`config.mk`:
```
export PLATFORM = sky130hd
export DESIGN_NAME = atomrvcore_fetch_ctrl
export DESIGN_NICKNAME = d
export VERILOG_FILES = /design/src/rtl/atomrvcore_pkg.sv /design/src/rtl/atomrvcore_fetch_fifo.sv /design/src/rtl/atomrvcore_fetch_fifo_chk.sv /design/src/rtl/atomrvcore_fetch_ctrl.sv
export SDC_FILE = /design/constraint.sdc
export NUM_CORES = 1
export LEC_CHECK = 0
export BUFFER_PORTS_ARGS = -buffer_cell sky130_fd_sc_hd__buf_2
export CAP_MARGIN = 25
export CORE_MARGIN = 2
export CORE_UTILIZATION = 55
export DETAILED_ROUTE_END_ITERATION = 7
export PLACE_DENSITY = 0.84
export SYNTH_ARGS = -nofsm -noshare
export SYNTH_HDL_FRONTEND = slang
export SYNTH_SLANG_ARGS = --single-unit
export TNS_END_PERCENT = 50
```
`constraint.sdc`:
```
create_clock -name clk_i -period 5.5 [get_ports clk_i]
set_input_delay 0.825 -clock clk_i [delete_from_list [all_inputs] [get_ports clk_i]]
set_output_delay 0.825 -clock clk_i [all_outputs]
set_load 0.005 [all_outputs]
```
`src/rtl/atomrvcore_pkg.sv`:
```
// Shared types and constants for the atomRVCORE instruction-fetch front end.
package atomrvcore_pkg;

  // Native width of PCs and instruction words.
  localparam int unsigned ATOM_XLEN = 32;

  // Default fetch PC after reset.
  localparam logic [ATOM_XLEN-1:0] ATOM_RESET_PC = 32'h0000_0000;

  // Fetch controller states.
  typedef enum logic [1:0] {
    IDLE  = 2'd0,
    REQ   = 2'd1,
    WAIT  = 2'd2,
    FLUSH = 2'd3
  } fetch_state_e;

  // One buffered fetch result: the word and the PC it was fetched from.
  typedef struct packed {
    logic [ATOM_XLEN-1:0] pc;
    logic [ATOM_XLEN-1:0] instr;
  } fetch_entry_t;

endpackage

```
`src/rtl/atomrvcore_fetch_fifo.sv`:
```
// Fetch buffer: small FIFO of {pc, instr} entries with a synchronous flush.
// The head data is forced to zero while the buffer is empty so that stale
// entries never leak onto the decode interface.
module atomrvcore_fetch_fifo
  import atomrvcore_pkg::*;
#(
  parameter int unsigned DEPTH = 2
) (
  input  logic                       clk_i,
  input  logic                       rst_i,
  input  logic                       flush_i,
  input  logic                       push_i,
  input  fetch_entry_t               push_data_i,
  input  logic                       pop_i,
  output fetch_entry_t               pop_data_o,
  output logic [$clog2(DEPTH):0]     count_o,
  output logic                       full_o,
  output logic                       empty_o
);

  localparam int unsigned AW = $clog2(DEPTH);

  fetch_entry_t    mem_q [DEPTH];
  logic [AW-1:0]   wr_ptr_q;
  logic [AW-1:0]   rd_ptr_q;
  logic [AW:0]     count_q;
  logic            pop_ok_s;
  logic            push_ok_s;

  assign empty_o   = (count_q == '0);
  assign full_o    = (count_q == (AW+1)'(DEPTH));
  assign count_o   = count_q;
  assign pop_ok_s  = pop_i & ~empty_o;
  assign push_ok_s = push_i & (~full_o | pop_ok_s);

  // Pointer and occupancy update; reset and flush both empty the buffer.
  always_ff @(posedge clk_i) begin
    if (rst_i || flush_i) begin
      wr_ptr_q <= '0;
      rd_ptr_q <= '0;
      count_q  <= '0;
    end else begin
      wr_ptr_q <= wr_ptr_q + AW'(push_ok_s);
      rd_ptr_q <= rd_ptr_q + AW'(pop_ok_s);
      count_q  <= count_q + (AW+1)'(push_ok_s) - (AW+1)'(pop_ok_s);
    end
  end

  // Entry storage write.
  always_ff @(posedge clk_i) begin
    if (push_ok_s && !flush_i) begin
      mem_q[wr_ptr_q] <= push_data_i;
    end
  end

  // Head read, zeroed while empty.
  always_comb begin
    pop_data_o = '0;
    if (empty_o) begin
      pop_data_o = '0;
    end else begin
      pop_data_o = mem_q[rd_ptr_q];
    end
  end

endmodule

```
`src/rtl/atomrvcore_fetch_fifo_chk.sv`:
```
// Property checker for the fetch buffer: a push into a full buffer must be
// paired with a pop in the same cycle.
module atomrvcore_fetch_fifo_chk (
  input logic clk_i,
  input logic rst_i,
  input logic push_i,
  input logic pop_i,
  input logic full_i
);

  no_overflow_a: assert property (@(posedge clk_i) disable iff (rst_i)
    !(push_i && full_i && !pop_i));

endmodule

```
`src/rtl/atomrvcore_fetch_ctrl.sv`:
```
// Instruction-fetch controller: owns the fetch PC, issues req/gnt fetches,
// buffers returned words with their PCs and handles branch redirects,
// including discarding a stale response that was in flight at redirect time.
module atomrvcore_fetch_ctrl
  import atomrvcore_pkg::*;
#(
  parameter int unsigned          DATAWIDTH  = ATOM_XLEN,
  parameter logic [DATAWIDTH-1:0] RESET_PC   = ATOM_RESET_PC,
  parameter int unsigned          FIFO_DEPTH = 2
) (
  input  logic                 clk_i,
  input  logic                 rst_i,
  input  logic                 redirect_i,
  input  logic [DATAWIDTH-1:0] redirect_pc_i,
  output logic                 imem_req_o,
  output logic [DATAWIDTH-1:0] imem_addr_o,
  input  logic                 imem_gnt_i,
  input  logic                 imem_rvalid_i,
  input  logic [DATAWIDTH-1:0] imem_rdata_i,
  output logic                 instr_valid_o,
  output logic [DATAWIDTH-1:0] instr_o,
  output logic [DATAWIDTH-1:0] instr_pc_o,
  input  logic                 instr_ready_i
);

  localparam logic [1:0] ST_IDLE  = 2'(IDLE);
  localparam logic [1:0] ST_REQ   = 2'(REQ);
  localparam logic [1:0] ST_WAIT  = 2'(WAIT);
  localparam logic [1:0] ST_FLUSH = 2'(FLUSH);
  localparam int unsigned CW = $clog2(FIFO_DEPTH) + 1;

  logic [1:0]           state_q, state_d;
  logic [DATAWIDTH-1:0] pc_q, pc_d;
  logic [DATAWIDTH-1:0] req_pc_q, req_pc_d;
  logic                 out_q, out_d;

  logic                 req_s;
  logic                 gnt_ok_s;
  logic                 pop_s;
  logic                 push_s;
  logic                 flush_s;
  logic [DATAWIDTH-1:0] target_s;
  logic [1:0]           redirect_lsb_unused_s;
  logic [CW-1:0]        count_s;
  logic [CW:0]          credit_s;
  logic                 credit_ok_s;
  logic                 full_s;
  logic                 empty_s;
  fetch_entry_t         head_s;

  assign target_s              = {redirect_pc_i[DATAWIDTH-1:2], 2'b00};
  assign redirect_lsb_unused_s = redirect_pc_i[1:0];
  assign pop_s                 = ~empty_s & instr_ready_i;
  assign gnt_ok_s              = req_s & imem_gnt_i;

  // Entries left after this cycle's pop plus the one in flight must leave room.
  assign credit_s    = {1'b0, count_s} - (CW+1)'(pop_s) + (CW+1)'(out_q);
  assign credit_ok_s = (credit_s < (CW+1)'(FIFO_DEPTH));

  // Request qualification; a redirect cycle never carries a grantable request.
  always_comb begin
    req_s = 1'b0;
    if (rst_i || redirect_i) begin
      req_s = 1'b0;
    end else if (state_q == ST_REQ) begin
      req_s = credit_ok_s;
    end else if (state_q == ST_WAIT) begin
      req_s = credit_ok_s & imem_rvalid_i;
    end else begin
      req_s = 1'b0;
    end
  end

  // Next-state, fetch PC and outstanding-credit logic.
  always_comb begin
    state_d  = state_q;
    pc_d     = pc_q;
    req_pc_d = req_pc_q;
    out_d    = out_q;
    push_s   = 1'b0;
    flush_s  = 1'b0;
    case (state_q)
      ST_IDLE: begin
        state_d = ST_REQ;
      end
      ST_REQ: begin
        if (redirect_i) begin
          flush_s = 1'b1;
          pc_d    = target_s;
        end else if (gnt_ok_s) begin
          req_pc_d = pc_q;
          pc_d     = pc_q + DATAWIDTH'(32'd4);
          out_d    = 1'b1;
          state_d  = ST_WAIT;
        end else begin
          state_d = ST_REQ;
        end
      end
      ST_WAIT: begin
        if (redirect_i) begin
          flush_s = 1'b1;
          pc_d    = target_s;
          if (imem_rvalid_i) begin
            out_d   = 1'b0;
            state_d = ST_REQ;
          end else begin
            state_d = ST_FLUSH;
          end
        end else if (imem_rvalid_i) begin
          push_s = 1'b1;
          if (gnt_ok_s) begin
            req_pc_d = pc_q;
            pc_d     = pc_q + DATAWIDTH'(32'd4);
            out_d    = 1'b1;
            state_d  = ST_WAIT;
          end else begin
            out_d   = 1'b0;
            state_d = ST_REQ;
          end
        end else begin
          state_d = ST_WAIT;
        end
      end
      ST_FLUSH: begin
        if (redirect_i) begin
          flush_s = 1'b1;
          pc_d    = target_s;
        end else begin
          pc_d = pc_q;
        end
        if (imem_rvalid_i) begin
          out_d   = 1'b0;
          state_d = ST_REQ;
        end else begin
          state_d = ST_FLUSH;
        end
      end
      default: begin
        state_d = ST_IDLE;
        out_d   = 1'b0;
      end
    endcase
  end

  // Controller state registers.
  always_ff @(posedge clk_i) begin
    if (rst_i) begin
      state_q  <= ST_IDLE;
      pc_q     <= RESET_PC;
      req_pc_q <= '0;
      out_q    <= 1'b0;
    end else begin
      state_q  <= state_d;
      pc_q     <= pc_d;
      req_pc_q <= req_pc_d;
      out_q    <= out_d;
    end
  end

  atomrvcore_fetch_fifo #(
    .DEPTH (FIFO_DEPTH)
  ) u_fifo (
    .clk_i       (clk_i),
    .rst_i       (rst_i),
    .flush_i     (flush_s),
    .push_i      (push_s),
    .push_data_i ('{pc: req_pc_q, instr: imem_rdata_i}),
    .pop_i       (pop_s),
    .pop_data_o  (head_s),
    .count_o     (count_s),
    .full_o      (full_s),
    .empty_o     (empty_s)
  );

  atomrvcore_fetch_fifo_chk u_fifo_chk (
    .clk_i  (clk_i),
    .rst_i  (rst_i),
    .push_i (push_s),
    .pop_i  (pop_s),
    .full_i (full_s)
  );

  assign imem_req_o    = req_s;
  assign imem_addr_o   = pc_q;
  assign instr_valid_o = ~empty_s;
  assign instr_o       = head_s.instr;
  assign instr_pc_o    = head_s.pc;

endmodule
```
### Yosys cells after proc, flatten, opt, wreduce, memory -nomap -nowiden

Memories as Yosys holds them, arrays and structs flattened. A register that Yosys moved wholly into a read port is not among the register bits.
Index checks and enable logic that the tools add are counted.

| operators by class | value |
|---|---|
| add/sub/neg operators | 7 |
| $lt $le $gt $ge | 1 |
| equality and inequality tests | 10 |
| multiplexer cells | 36 |
| bitwise operators | 8 |
| reduce and logical (&&, ||, !) cells | 12 |

Operators with widths:

| operator | count |
|---|---|
| $mux W32 | 9 |
| $pmux W32 S3 | 1 |
| $mux W64 | 1 |
| $pmux W32 S2 | 1 |
| $add A32 B3 Y32 const B | 1 |
| $mux W1 | 17 |
| $mux W2 | 5 |
| $ne A2 B2 Y1 const B | 5 |
| $pmux W2 S4 | 1 |
| $reduce_and A4 Y1 | 2 |
| $eq A2 B2 Y1 const B | 3 |
| $and A1 B1 Y1 | 5 |
| $logic_not A2 Y1 | 2 |
| $add A3 B1 Y3 | 1 |
| $lt A3 B2 Y1 const B | 1 |
| $ne A3 B3 Y1 const B | 1 |
| $pmux W1 S3 | 1 |
| $reduce_and A3 Y1 | 1 |
| $reduce_bool A3 Y1 | 1 |
| $reduce_or A3 Y1 | 1 |
| $sub A2 B1 Y3 | 1 |
| $add A1 B1 Y1 | 2 |
| $add A2 B1 Y2 | 1 |
| $eq A2 B1 Y1 const B | 1 |
| 7 further kinds | 9 |

| storage, ports and cells | value |
|---|---|
| register bits | 71 |
| bits in writable memories | 128 |
| input bits | 70 |
| output and inout port bits | 98 |
| memories kept | 1 |

Memory list:

| memory | depth | bits a word | read ports | clocked after memory_dff | write ports | RTL line | text |
|---|---|---|---|---|---|---|---|
| u_fifo.mem_q | 2 | 64 | 1 | 1 | 1 | atomrvcore_fetch_fifo.sv:23 | `fetch_entry_t mem_q [DEPTH];` |

### Depth between registers and ports, before layout

| logic depth | value |
|---|---|
| depth after elaboration | 15 |
| mapped depth | 13 |
| depth with buffers taken out | 11 |

### Cells and area by module

A second synthesis with hierarchy kept.

| second synthesis, totals | value |
|---|---|
| cell total of the unflattened synthesis | 727 |
| area total of the unflattened synthesis | 8335.5 µm² |

Modules (own cells, without submodules):

| module | instances | cells an instance | area each (µm²) | seq. area each (µm²) |
|---|---|---|---|---|
| atomrvcore_fetch_fifo | 1 | 296 | 5022.3 | 3923.8 |
| atomrvcore_fetch_ctrl | 1 | 431 | 3313.2 | 1261.2 |

### Worst setup path before layout

No wires, ideal clock.

| timing | value |
|---|---|
| kind | input to register |
| start | input redirect_i |
| end | memory u_fifo.mem_q[0][0] (netlist name) (enable) |
| setup time | 0.490 ns |
| arrival | 4.147 ns |
| path slack | 0.864 ns |
| stages on the path | 3 |
| buffers on the path | 1 |
| cells stage by stage | buf_2 a211oi_1 nor2b_1 |

| on the way | value |
|---|---|
| cells in the longest elaborated chain, start to end | 6 |

Ends and longest elaborated chain:

| element | RTL line | text |
|---|---|---|
| start, declared | atomrvcore_fetch_ctrl.sv:13 | `input logic redirect_i,` |
| $mux W1 (on tied branches) | atomrvcore_fetch_ctrl.sv:100, atomrvcore_fetch_ctrl.sv:87, atomrvcore_fetch_ctrl.sv:125 |  |
| $mux W1 (on tied branches) | - |  |
| $and A1 B1 Y1 / $logic_not A1 Y1 (equally long branches) | atomrvcore_fetch_fifo.sv:34, atomrvcore_fetch_fifo.sv:51 |  |
| $logic_and A1 B1 Y1 * | atomrvcore_fetch_fifo.sv:51 | `if (push_ok_s && !flush_i) begin` |
| $mux W1 * | atomrvcore_fetch_fifo.sv:51 |  |
| $mux W1 (implied by the code) * | atomrvcore_fetch_fifo.sv:52 | `mem_q[wr_ptr_q] <= push_data_i;` |
| end, declared | atomrvcore_fetch_fifo.sv:23 |  |

Mark *: on every way between the ends. The rest lies on a longest branch, timed or not.

### Final worst setup path

| timing | value |
|---|---|
| start | register u_fifo.count_q[1] (netlist: u_fifo.count_o[1]) |
| end | register pc_q[28] (netlist: imem_addr_o[28]) |

| on the way | value |
|---|---|
| cells in the longest elaborated chain, start to end | 15 |

Ends and longest elaborated chain:

| element | RTL line | text |
|---|---|---|
| start, declared | atomrvcore_fetch_fifo.sv:26 | `logic [AW:0] count_q;` |
| start signal, assigned | atomrvcore_fetch_fifo.sv:45 | `count_q <= count_q + (AW+1)'(push_ok_s) - (AW+1)'(pop_ok_s);` |
| $logic_not A2 Y1 | atomrvcore_fetch_fifo.sv:30 | `assign empty_o = (count_q == '0);` |
| $not A1 Y1 | atomrvcore_fetch_ctrl.sv:53 | `assign pop_s = ~empty_s & instr_ready_i;` |
| $and A1 B1 Y1 | atomrvcore_fetch_ctrl.sv:53 |  |
| $sub A2 B1 Y3 * | atomrvcore_fetch_ctrl.sv:57 | `assign credit_s = {1'b0, count_s} - (CW+1)'(pop_s) + (CW+1)'(out_q);` |
| $add A3 B1 Y3 * | atomrvcore_fetch_ctrl.sv:57 |  |
| $lt A3 B2 Y1 * | atomrvcore_fetch_ctrl.sv:58 | `assign credit_ok_s = (credit_s < (CW+1)'(FIFO_DEPTH));` |
| $and A1 B1 Y1 | atomrvcore_fetch_ctrl.sv:68 | `req_s = credit_ok_s & imem_rvalid_i;` |
| $mux W1 | atomrvcore_fetch_ctrl.sv:67 | `end else if (state_q == ST_WAIT) begin` |
| $mux W1 * | atomrvcore_fetch_ctrl.sv:65 | `end else if (state_q == ST_REQ) begin` |
| $mux W1 * | atomrvcore_fetch_ctrl.sv:63 | `if (rst_i \|\| redirect_i) begin` |
| $and A1 B1 Y1 * | atomrvcore_fetch_ctrl.sv:54 | `assign gnt_ok_s = req_s & imem_gnt_i;` |
| $mux W32 * | - |  |
| $mux W32 (2 in a row) | - |  |
| $pmux W32 S3 * | - |  |
| end signal, assigned | atomrvcore_fetch_ctrl.sv:154 | `pc_q <= pc_d;` |
| end, declared | atomrvcore_fetch_ctrl.sv:33 | `logic [DATAWIDTH-1:0] pc_q, pc_d;` |

Mark *: on every way between the ends. The rest lies on a longest branch, timed or not. The select of a mux whose other input is x is not followed.
A chain may end at the register's enable or synchronous reset.

==> run summary <==
R2R Path End - imem_addr_o[28]
main flop type after synthesis - edfxtp_1
GRT Total Usage - 23.1%
RSZ-0062 raised after global routing - false
CP Capture Point - imem_addr_o[28]
cts repair resizes - 0
wl on met1 - 8050 microns
flop2flop setup slack - 1.92 ns
ys async rst share - 0%
final hold viol count - 0
post-synth design cell area - 8130 sq um
die area - 15800 sq um
vias in the first global route - 5694
worst-skew pair later-pin latency - 0.43 ns
postcts setup bufs - 0
Initial DRT Pass Iterations - 6
part of the Yosys area used for sequential elements - 62.3%
Die X - 126 microns
Diodes inserted - 0
DR WL met3 - 1260 microns
Layout fillers - 1127
flops & latches, synth - 191
Cell Rows - 44
DP Area - 9080 sq um
# hold bufs at CTS - 0
Max Freq - 0.280 GHz
crit path launch - u_fifo.count_o[1]
WS Path Type - reg -> reg
CTS tree - built
Max-Cap Viols - 0
fin area - 9680 sq um
Synth cell types - 62
half-perimeter wire length after placement - 11800 microns
Static Leak - 0.00352 uW
Via density - 5.73
Area Overhead vs Synth - 19.1%
# H-tree levels - 4
WL per Instance - 17.3 microns
Req. time, crit path - 5.82 ns
GPL Wtd Cong - 0.882
Starting Density - 56.2%
metal2 WL - 8680 microns
port bufs - 161
worst r2r src - u_fifo.count_o[1]
status - completed
Setup TNS - 0 ns
total vias in the final route - 6094
ANT nets after route - 0
R2R depth - 11
clk sink count - 191
Setup Viol. Count Final - 0
clk buf depth - 2
worst-path fanout max - 36
HP Start - req_pc_q[14]
largest net degree at the start of global routing - 64
critical path launch point type - flip-flop
Hold Crit Class - reg -> reg
final setup skew - 0.00470 ns
antenna violations before repair - 0
fin crit share - 65.0%
largest cells by area after synthesis - edfxtp_1, dfxtp_1, mux2i_1
Chip Height - 126 microns
Worst VDD drop - 0.214 mV
Synth warnings - 0
final WL - 18400 microns
top sig layer - met4
Starting DRT DRC Count - 529
CP endpoint kind - flip-flop
slew margin rel. - 20.6%
Mapped Cells - 723
CP arrival - 3.90 ns
# DRC - 0
Tmin final - 3.58 ns
area leader, netlist - edfxtp_1
first-pass GRT wire length - 28800 microns
layout cell share with drive strength beyond 1 - 25.3%
global route overflow - 0
power per cell area - 304 nW/um^2
final setup margin - 1.92 ns
core area - 14500 sq um
Synth Area per Inst - 11.2 sq um
pre-CTS worst setup slack - 1.61 ns
I/O pins - 168
Slew Viols, Final - 0
number of flops mapped to enable cells by yosys - 124
top cell type's share of synthesized area - 45.8%
Root Buffer - clkbuf_16
Final nets - 942
clock transition at the registers of the reported paths - 0.07 ns
total power - 2940 uW
Slew @ Worst Pin - 1.18 ns
total CTS buffers - 17
[synthesized netlist by cell type (all sizes together), types with 3 or more instances]
| cell type | count |
|---|---|
| nor2 | 94 |
| nor3 | 7 |
| clkbuf | 38 |
| and3 | 9 |
| mux2i | 62 |
| inv | 10 |
| a21oi | 55 |
| a22o | 3 |
| o21ai | 28 |
| dfxtp | 67 |
| a211oi | 9 |
| a31oi | 5 |
| ha | 4 |
| nand4 | 11 |
| nand2 | 92 |
| a311oi | 3 |
| xnor2 | 3 |
| nand2b | 6 |
| edfxtp | 124 |
| and2 | 5 |
| a21o | 4 |
| a32o | 7 |
| buf | 11 |
| o31ai | 7 |
| nor4 | 11 |
| nand3 | 17 |
[area by class of cell]
cell class / instances / area [sq um] / area share [%]
multi-input combinational: 476 / 2860 / 29.5
clock inverter: 12 / 130 / 1.34
inverter: 10 / 37.5 / 0.388
clock buffer: 20 / 467 / 4.82
timing repair buffer: 171 / 893 / 9.23
sequential: 191 / 5070 / 52.4
tap: 184 / 230 / 2.38
[worst max-delay path, stage by stage, from the launching register on]
cell and delay, ns:
dfxtp_1 0.49, nor2_4 0.07, nor2b_1 0.18, ha_1 0.26, inv_1 0.07, nand2_1 0.07, fa_1 0.51, nand4bb_1 0.13
or2_1 0.33, a21boi_4 0.79, o21ai_0 0.25, a32o_1 0.32
[per-layer routing]
metal,vias to the layer above,GRT usage (%)
met4,0,10.6
li1,2916,-
met5,-,0
met2,244,36.7
met3,29,5.05
met1,2905,30.4
[state kept, by name, summed over array words and instances (netlist names)]
| signal | count |
|---|---|
| imem_addr_o | 30 |
| out_q | 1 |
| req_pc_q | 30 |
| state_q | 2 |
| u_fifo.count_o | 2 |
| u_fifo.mem_q | 124 |
| u_fifo.rd_ptr_q | 1 |
| u_fifo.wr_ptr_q | 1 |
[worst min path at each step]
stage	endpoint	slack, ns	cells past startpoint
after CTS	u_fifo.mem_q[0][45]	0.46	0
after detailed placement	u_fifo.mem_q[1][45]	0.44	0
final	u_fifo.mem_q[1][46]	0.46	0
after global routing	u_fifo.mem_q[1][42]	0.47	0
after floorplan	u_fifo.mem_q[0][34]	0.43	0
after global placement	u_fifo.mem_q[1][43]	0.43	0
[placed cells by master, fill, tap and decap left out, types with 4 or more instances in the layout]
cell type	Yosys	layout
edfxtp_1	124	124
nand4_1	10	10
nor2_1	94	92
o31ai_1	7	7
a32o_1	7	7
mux2i_1	62	62
a21oi_1	55	54
inv_1	10	10
nor4_1	9	9
nand3_1	16	16
o21ai_0	27	27
nand2_1	92	92
and2_1	5	4
conb_1	1	4
buf_2	3	161
a31oi_1	5	5
and3_1	8	8
buf_4	5	9
nor3_1	7	7
nand2b_1	6	6
a211oi_1	9	9
dfxtp_1	67	66
clkbuf_16	0	17
ha_1	4	4
[cells by family (layout without fill, tap and decap cells)]
| group | count (synthesis) | after routing | synth area share [%] |
|---|---|---|---|
| simple gates | 262 | 262 | 14.7 |
| flops | 191 | 191 | 62.3 |
| compound gates | 139 | 139 | 11.0 |
| mux | 62 | 62 | 7.63 |
| buf+inv | 59 | 213 | 3.00 |
| fa+ha+maj | 5 | 5 | 0.862 |
| xor+xnor | 4 | 4 | 0.431 |
| other cells | 1 | 4 | 0.0461 |
[power breakdown]
part | switching [uW] | internal [uW]
sequential | 28.9 | 1530
clock | 517 | 708
combinational | 88.9 | 63.5
total | 634 | 2310
[metrics by stage]
| step | cells | util [%] | hold WS [ns] |
|---|---|---|---|
| final | 1064 | 66.9 | 0.457 |
| after global placement | 1031 | 62.6 | 0.430 |
| after detailed placement | 1032 | 62.7 | 0.442 |
| after floorplan | 726 | - | 0.425 |
| after CTS | 1064 | 66.9 | 0.459 |
| after global routing | 1064 | 66.9 | 0.469 |
No activity file was read; power rests on OpenSTA's default activity.
